`src/rtl/tdm_demux.sv`:
```
// tdm_demux: locks onto frame_sync and steers interleaved samples into a
// double-buffered parallel frame word with a one-cycle frame_valid strobe.
module tdm_demux #(
  parameter int WIDTH    = 8,
  parameter int CHANNELS = 4
) (
  input  logic                      clk,
  input  logic                      rst_n,
  input  logic [WIDTH-1:0]          din,
  input  logic                      din_valid,
  input  logic                      frame_sync,
  output logic [CHANNELS*WIDTH-1:0] dout,
  output logic                      frame_valid,
  output logic                      locked,
  output logic                      sync_err
);
  localparam int SW = $clog2(CHANNELS);
  typedef enum logic {HUNT, LOCKED} state_t;
  state_t                    r_state, w_state;
  logic [SW-1:0]             r_slot, w_slot, w_idx;
  logic [CHANNELS*WIDTH-1:0] r_buf, w_buf, r_dout;
  logic                      r_fv, r_err, w_write, w_done, w_err;
  always_comb begin
    w_state = r_state;
    w_slot  = r_slot;
    w_idx   = r_slot;
    w_write = 1'b0;
    w_done  = 1'b0;
    w_err   = 1'b0;
    if (din_valid) begin
      if (frame_sync) begin
        w_write = 1'b1;
        w_idx   = '0;
        w_slot  = SW'(1);
        w_state = LOCKED;
        w_err   = (r_state == LOCKED) && (r_slot != '0);
      end else if (r_state == LOCKED) begin
        if (r_slot == '0) begin
          w_err   = 1'b1;
          w_state = HUNT;
        end else begin
          w_write = 1'b1;
          w_done  = r_slot == SW'(CHANNELS-1);
          w_slot  = w_done ? '0 : r_slot + 1'b1;
        end
      end
    end
  end
  // Next buffer includes the current sample so the completing slot reaches dout on the same edge.
  always_comb begin
    w_buf = r_buf;
    for (int k = 0; k < CHANNELS; k++)
      if (w_write && w_idx == SW'(k)) w_buf[k*WIDTH +: WIDTH] = din;
  end
  always_ff @(posedge clk or negedge rst_n) begin
    if (!rst_n) begin
      r_state <= HUNT;
      r_slot  <= '0;
      r_buf   <= '0;
      r_dout  <= '0;
      r_fv    <= 1'b0;
      r_err   <= 1'b0;
    end else begin
      r_state <= w_state;
      r_slot  <= w_slot;
      r_buf   <= w_buf;
      r_fv    <= w_done;
      r_err   <= w_err;
      if (w_done) r_dout <= w_buf;
    end
  end
  assign dout        = r_dout;
  assign frame_valid = r_fv;
  assign sync_err    = r_err;
  assign locked      = r_state == LOCKED;
endmodule

```
`config.mk`:
```
export PLATFORM = sky130hd
export DESIGN_NAME = tdm_demux
export DESIGN_NICKNAME = d
export VERILOG_FILES = /design/src/rtl/tdm_demux.sv
export SDC_FILE = /design/constraint.sdc
export NUM_CORES = 1
export LEC_CHECK = 0
export CELL_PAD_IN_SITES_DETAIL_PLACEMENT = 0
export CELL_PAD_IN_SITES_GLOBAL_PLACEMENT = 1
export CORE_MARGIN = 5
export CORE_UTILIZATION = 40
export CTS_CLUSTER_DIAMETER = 50
export DETAILED_ROUTE_END_ITERATION = 8
export GPL_TIMING_DRIVEN = 0
export PLACE_DENSITY = 0.75
export SETUP_SLACK_MARGIN = 0.2
export SYNTH_ARGS = -nofsm -noshare
export SYNTH_HDL_FRONTEND = slang
export SYNTH_SLANG_ARGS = --single-unit
```
`constraint.sdc`:
```
create_clock -name clk -period 2.7 [get_ports clk]
set_clock_uncertainty 0.2 [all_clocks]
set_input_delay 0.54 -clock clk [delete_from_list [all_inputs] [get_ports clk]]
set_output_delay 0.54 -clock clk [all_outputs]
set_load 0.01 [all_outputs]
```
Word level (Yosys, flattened, before mapping)
Index checks and enable logic that the tools add are counted.
{"block": "word_totals", "regBits": 69, "elab_cells": 44, "romBits": 0, "in_bits": 12, "latchBits": 0, "ramBits": 0, "n_memories": 0, "output_inout_bits": 35}
{"block": "op_classes", "div_mod_pow": 0, "multipliers": 0, "shifts": 0, "n_bitwise": 0, "magnitude_cmp": 0, "add_sub_neg": 1, "n_eq_ne": 5, "muxes": 22, "reduce_logical": 10}
{"cell": "2-to-1 mux 8 bit", "n": 4}
{"cell": "2-to-1 mux 1 bit", "n": 12}
{"cell": "2-to-1 mux 2 bit", "n": 6}
{"cell": "equality test 2 bit (second input constant)", "n": 3}
{"cell": "logical AND 1 bit", "n": 5}
{"cell": "logical NOT 2 bit", "n": 2}
{"cell": "nonzero test 2 bit", "n": 2}
{"cell": "AND reduction 3 bit", "n": 1}
{"cell": "adder 2 x 1 -> 2 bit (second input constant)", "n": 1}
{"cell": "equality test 2 x 1 -> 1 bit (second input constant)", "n": 1}
{"cell": "!= test 2 bit (second input constant)", "n": 1}

Depth between registers and ports, before layout
Gate-level depths: netlist of the first run.
{"block": "depth", "ltp_word": 7, "mapped_depth": 9, "depth_no_buf": 5}

Worst setup path after synthesis of the first run
OpenSTA, ideal clock, no wires.
{"block": "synth_timing", "kind": "flip-flop to flip-flop", "from": "register r_slot[1]", "to": "register r_buf[21]", "arrival_time_ns": 1.935, "period_less_slack_ns": 2.260, "t_required_ns": 2.375, "path_slack_ns": 0.440, "stages_incl_launch_ff": 10, "n_path_buf": 4, "path_cell_list": "dfrtp_1 -> buf_2 -> inv_1 -> ha_1 -> buf_4 -> nand4b_2 -> or2_1 -> buf_6 -> buf_8 -> mux2_4"}
{"block": "synth_between", "elab_chain_cells": 7}
{"item": "from (decl)", "line_no": "20", "text": "logic [SW-1:0] r_slot, w_slot, w_idx;"}
{"item": "from (signal assigned)", "line_no": "65", "text": "r_slot <= w_slot;"}
{"item": "logical NOT 2 bit", "line_no": "38", "text": "if (r_slot == '0) begin"}
{"item": "2-to-1 mux 1 bit", "line_no": "38"}
{"item": "2-to-1 mux 1 bit", "line_no": "37", "text": "end else if (r_state == LOCKED) begin"}
{"item": "2-to-1 mux 1 bit", "line_no": "31", "text": "if (frame_sync) begin"}
{"item": "2-to-1 mux 1 bit", "line_no": "30", "text": "if (din_valid) begin"}
{"item": "logical AND 1 bit *", "line_no": "53", "text": "if (w_write && w_idx == SW'(k)) w_buf[k*WIDTH +: WIDTH] = din;"}
{"item": "2-to-1 mux 8 bit *", "line_no": "53"}
{"item": "named net w_buf[21]", "line_no": "21", "text": "logic [CHANNELS*WIDTH-1:0] r_buf, w_buf, r_dout;"}
{"item": "to (signal assigned)", "line_no": "66", "text": "r_buf <= w_buf;"}
{"item": "to (decl)", "line_no": "21"}
Mark *: on every way through the listed nets, which the timed path passes. The rest lies on a longest branch.
A chain may end at the register's enable or synchronous reset.

Final worst setup path of the first run
{"block": "layout_timing", "from": "register r_slot[1]", "to": "register r_buf[22]"}
Same word-level chain as after synthesis.

==> impl_metrics.env, run 1 <==
export IMPL_status="finished, final reports clean"
export IMPL_max_slew_worst_pin_slew_ns=0.850
export IMPL_start_kind="flip-flop"
export IMPL_fin_cells=444
export IMPL_cts_max_level=3
export IMPL_drtAntennaViolNets=0
export IMPL_first_global_vias=2396
export IMPL_insertion_delay_ns=0.34
export IMPL_cts_tree="built"
export IMPL_final_area_um2=3910
export IMPL_p_switching_mw=1.34
export IMPL_gp_congestion=0.751
export IMPL_yosys_area_top_type_share=0.568
export IMPL_hold_class="in -> async"
export IMPL_rows=31
export IMPL_crit_chain="clkbuf_4 > inv_1 > ha_1 > buf_4 > nand4b_4 > or2_1 > buf_6 > buf_8 > mux2_4"
export IMPL_leakagePower_nw=1.69
export IMPL_setup_slack_ns=0.308
export IMPL_fmax_ghz=0.418
export IMPL_grt_max_degree=70
export IMPL_critical_path_max_fanout=10
export IMPL_cp_slowest_cell="dfrtp_1"
export IMPL_yosys_warnings=0
export IMPL_hpwl_mm=4.87
export IMPL_utilization=0.533
export IMPL_start_util=0.415
export IMPL_setup_viol=0
export IMPL_power_density_nw_per_um2=1090
export IMPL_syn_inst=281
export IMPL_dieWidth_um=97.2
export IMPL_critPathKind="reg -> reg"
export IMPL_cap_violations=0
export IMPL_synth_area_um2=3040
export IMPL_period_needed_ns=2.39
export IMPL_finalWirelength_mm=7.62
export IMPL_drive_gt1_frac=0.162
export IMPL_ys_types=36
export IMPL_ys_async_sr_fraction=1.00
export IMPL_drc=0
export IMPL_total_power_mw=4.27
export IMPL_ctsHoldBuffers=0
export IMPL_grt_total_usage=0.166
export IMPL_ys_top_cells_by_area="dfrtp_1 (57%), nand2_1 (6.1%), o211ai_1 (5.9%)"
export IMPL_sw_frac_of_total=0.315
export IMPL_p_comb_frac=0.355
export IMPL_rr_worst_depth=9
export IMPL_maxSlewHeadroom=0.433
export IMPL_die_y_um=97.2
export IMPL_synth_commonest_cells="dfrtp_1 (69), nand2_1 (49), o211ai_1 (24), o21ai_0 (18)"
export IMPL_crit_required_ns=2.73
export IMPL_antenna_found_initial=0
export IMPL_finalSetupTns_ns=0
export IMPL_p_seq_frac=0.387
export IMPL_whs_ns=0.109
export IMPL_placed_area_um2=3620
export IMPL_vias=2368
export IMPL_num_antenna_cells=0
export IMPL_ys_seq_elements=69
export IMPL_die_area_um2=9440
export IMPL_synth_top_cell_by_area="dfrtp_1"
export IMPL_cts_sinks=69
export IMPL_synth_top_flop_cell="dfrtp_1"
export IMPL_root_buffer="clkbuf_8"
export IMPL_rrSetupSlack_ns=0.31
export IMPL_endpoint_kind="flip-flop"
export IMPL_period_share=0.886
export IMPL_io_buffers=46
export IMPL_arrival_ns=2.43
export IMPL_intPower_mw=2.93
export IMPL_seq_area_frac_synth=0.568
export IMPL_finalHoldViolCount=0
export IMPL_numCtsBuffers=9
export IMPL_syn_nets=295
export IMPL_r2r_start="r_slot[1]"
export IMPL_p_clk_frac=0.258
export IMPL_cp_slowest_stage_delay_ns=0.36
export IMPL_synthMostInstantiatedCell="dfrtp_1"
export IMPL_regToRegEndpoint="r_buf[22]"
export IMPL_drt_iter0_drc=84
export IMPL_rsz0062_at_grt="no"
export IMPL_dp_cells=426
export IMPL_fin_nets=354
export IMPL_areaGrowthSynthToFinish_pct=28.7
export IMPL_wl_per_cell_um=17.2
export IMPL_syn_area_per_cell_um2=10.8
export IMPL_grt_pass1_wl_mm=12.4
export IMPL_synth_edf_count=0
export IMPL_worst_ir_drop_vdd_mv=0.520
export IMPL_finalMaxSlewViolations=0
export IMPL_clock_path_buffers=2
export IMPL_io_pins=47
export IMPL_overflow=0
export IMPL_drt_first_pass_iters=4
export IMPL_via_per_inst=5.33
export IMPL_dp_slack_ns=-0.104
export IMPL_clkTransAtPathRegs_ns=0.08
export IMPL_coreArea_um2=7330
how the worst max path moves through the flow:
stage | from | endpoint | slack [ns]
floorplan | r_slot[1] | r_buf[21] | 0.44
global placement | rst_n | dout[28] | -1.49
detailed placement | frame_sync | dout[20] | -0.10
CTS | din_valid | dout[23] | 0.22
global route | r_slot[1] | r_buf[21] | 0.22
finish | r_slot[1] | r_buf[22] | 0.31
cells by family (layout without fill, tap and decap cells):
kind of cell    Yosys count  after routing  synth area share
compound gates           71             71             0.158
fa+ha+maj                 2              2           0.00823
flops                    69             69             0.568
buf+inv                  26             90            0.0482
simple gates             96             96             0.153
xor+xnor                  1              1           0.00288
mux                      16             16            0.0618
worst max-delay path: cells and delay by family (launching register included):
kind                       cells  cell delay [ns]
muxes                          1             0.29
adders and majority gates      1             0.17
DFF                            1             0.36
buffers and inverters          5             0.73
and+or+nand+nor                2             0.53
cell usage in the layout, fill, tap and decap left out, types with 2 or more instances in the layout:
| cell | n |
|---|---|
| dfrtp_1 | 68 |
| nand2_1 | 49 |
| clkdlybuf4s50_1 | 45 |
| o211ai_1 | 24 |
| o21ai_0 | 18 |
| nand3_1 | 16 |
| nor2_1 | 16 |
| a31oi_1 | 16 |
| mux2_2 | 14 |
| clkbuf_8 | 9 |
| buf_2 | 8 |
| clkbuf_1 | 8 |
| o2111ai_1 | 8 |
| buf_4 | 6 |
| bufinv_16 | 4 |
| inv_1 | 3 |
| or2_1 | 2 |
| buf_6 | 2 |
| mux2_4 | 2 |
| nand2b_1 | 2 |
| ha_1 | 2 |
| clkinv_2 | 2 |
flip-flops by register name, summed over array words and instances (netlist names):
name	count
dout	32
locked	1
frame_valid	1
sync_err	1
r_slot	2
r_buf	32
final cells by class:
| type | instances | area (µm²) |
|---|---|---|
| plain buffers | 23 | 138 |
| clock buffers | 9 | 124 |
| clock inverters | 7 | 138 |
| fillers | 666 | 3420 |
| inverters | 3 | 11.3 |
| multi-input cells | 186 | 1170 |
| flip-flops and latches | 69 | 1730 |
| well taps | 99 | 124 |
| repair buffers | 48 | 473 |
timing repair:
action,in CTS,in global routing
resized for setup,2,1
setup buffers,0,2
endpoints found under the setup margin,2,42
pin swaps,0,2
layer usage:
metal / global-route usage / vias up / part of all wire
met5: 0 / - / 0
met4: 0.0680 / 0 / 0.011
met3: 0.0323 / 8 / 0.062
met2: 0.240 / 79 / 0.44
met1: 0.241 / 1149 / 0.48
li1: - / 1132 / -
power by group through the flow:
stage | logic (mW) | clock network, mW | registers [mW]
after detailed placement | 1.50 | 0 | 1.67
final | 1.52 | 1.10 | 1.65
after floorplan | 0.750 | 0 | 1.73
after global routing | 1.67 | 1.17 | 1.70
after global placement | 1.48 | 0 | 1.66
after CTS | 1.52 | 1.12 | 1.65
Power figures use the tool's default switching activity.
==> inputs of run 2 (changes only) <==
CTS_BUF_LIST = sky130_fd_sc_hd__clkbuf_8   (was default)
==> results of run 2 <==
No change in the layout: final DEF, timing and power equal those of run 1.
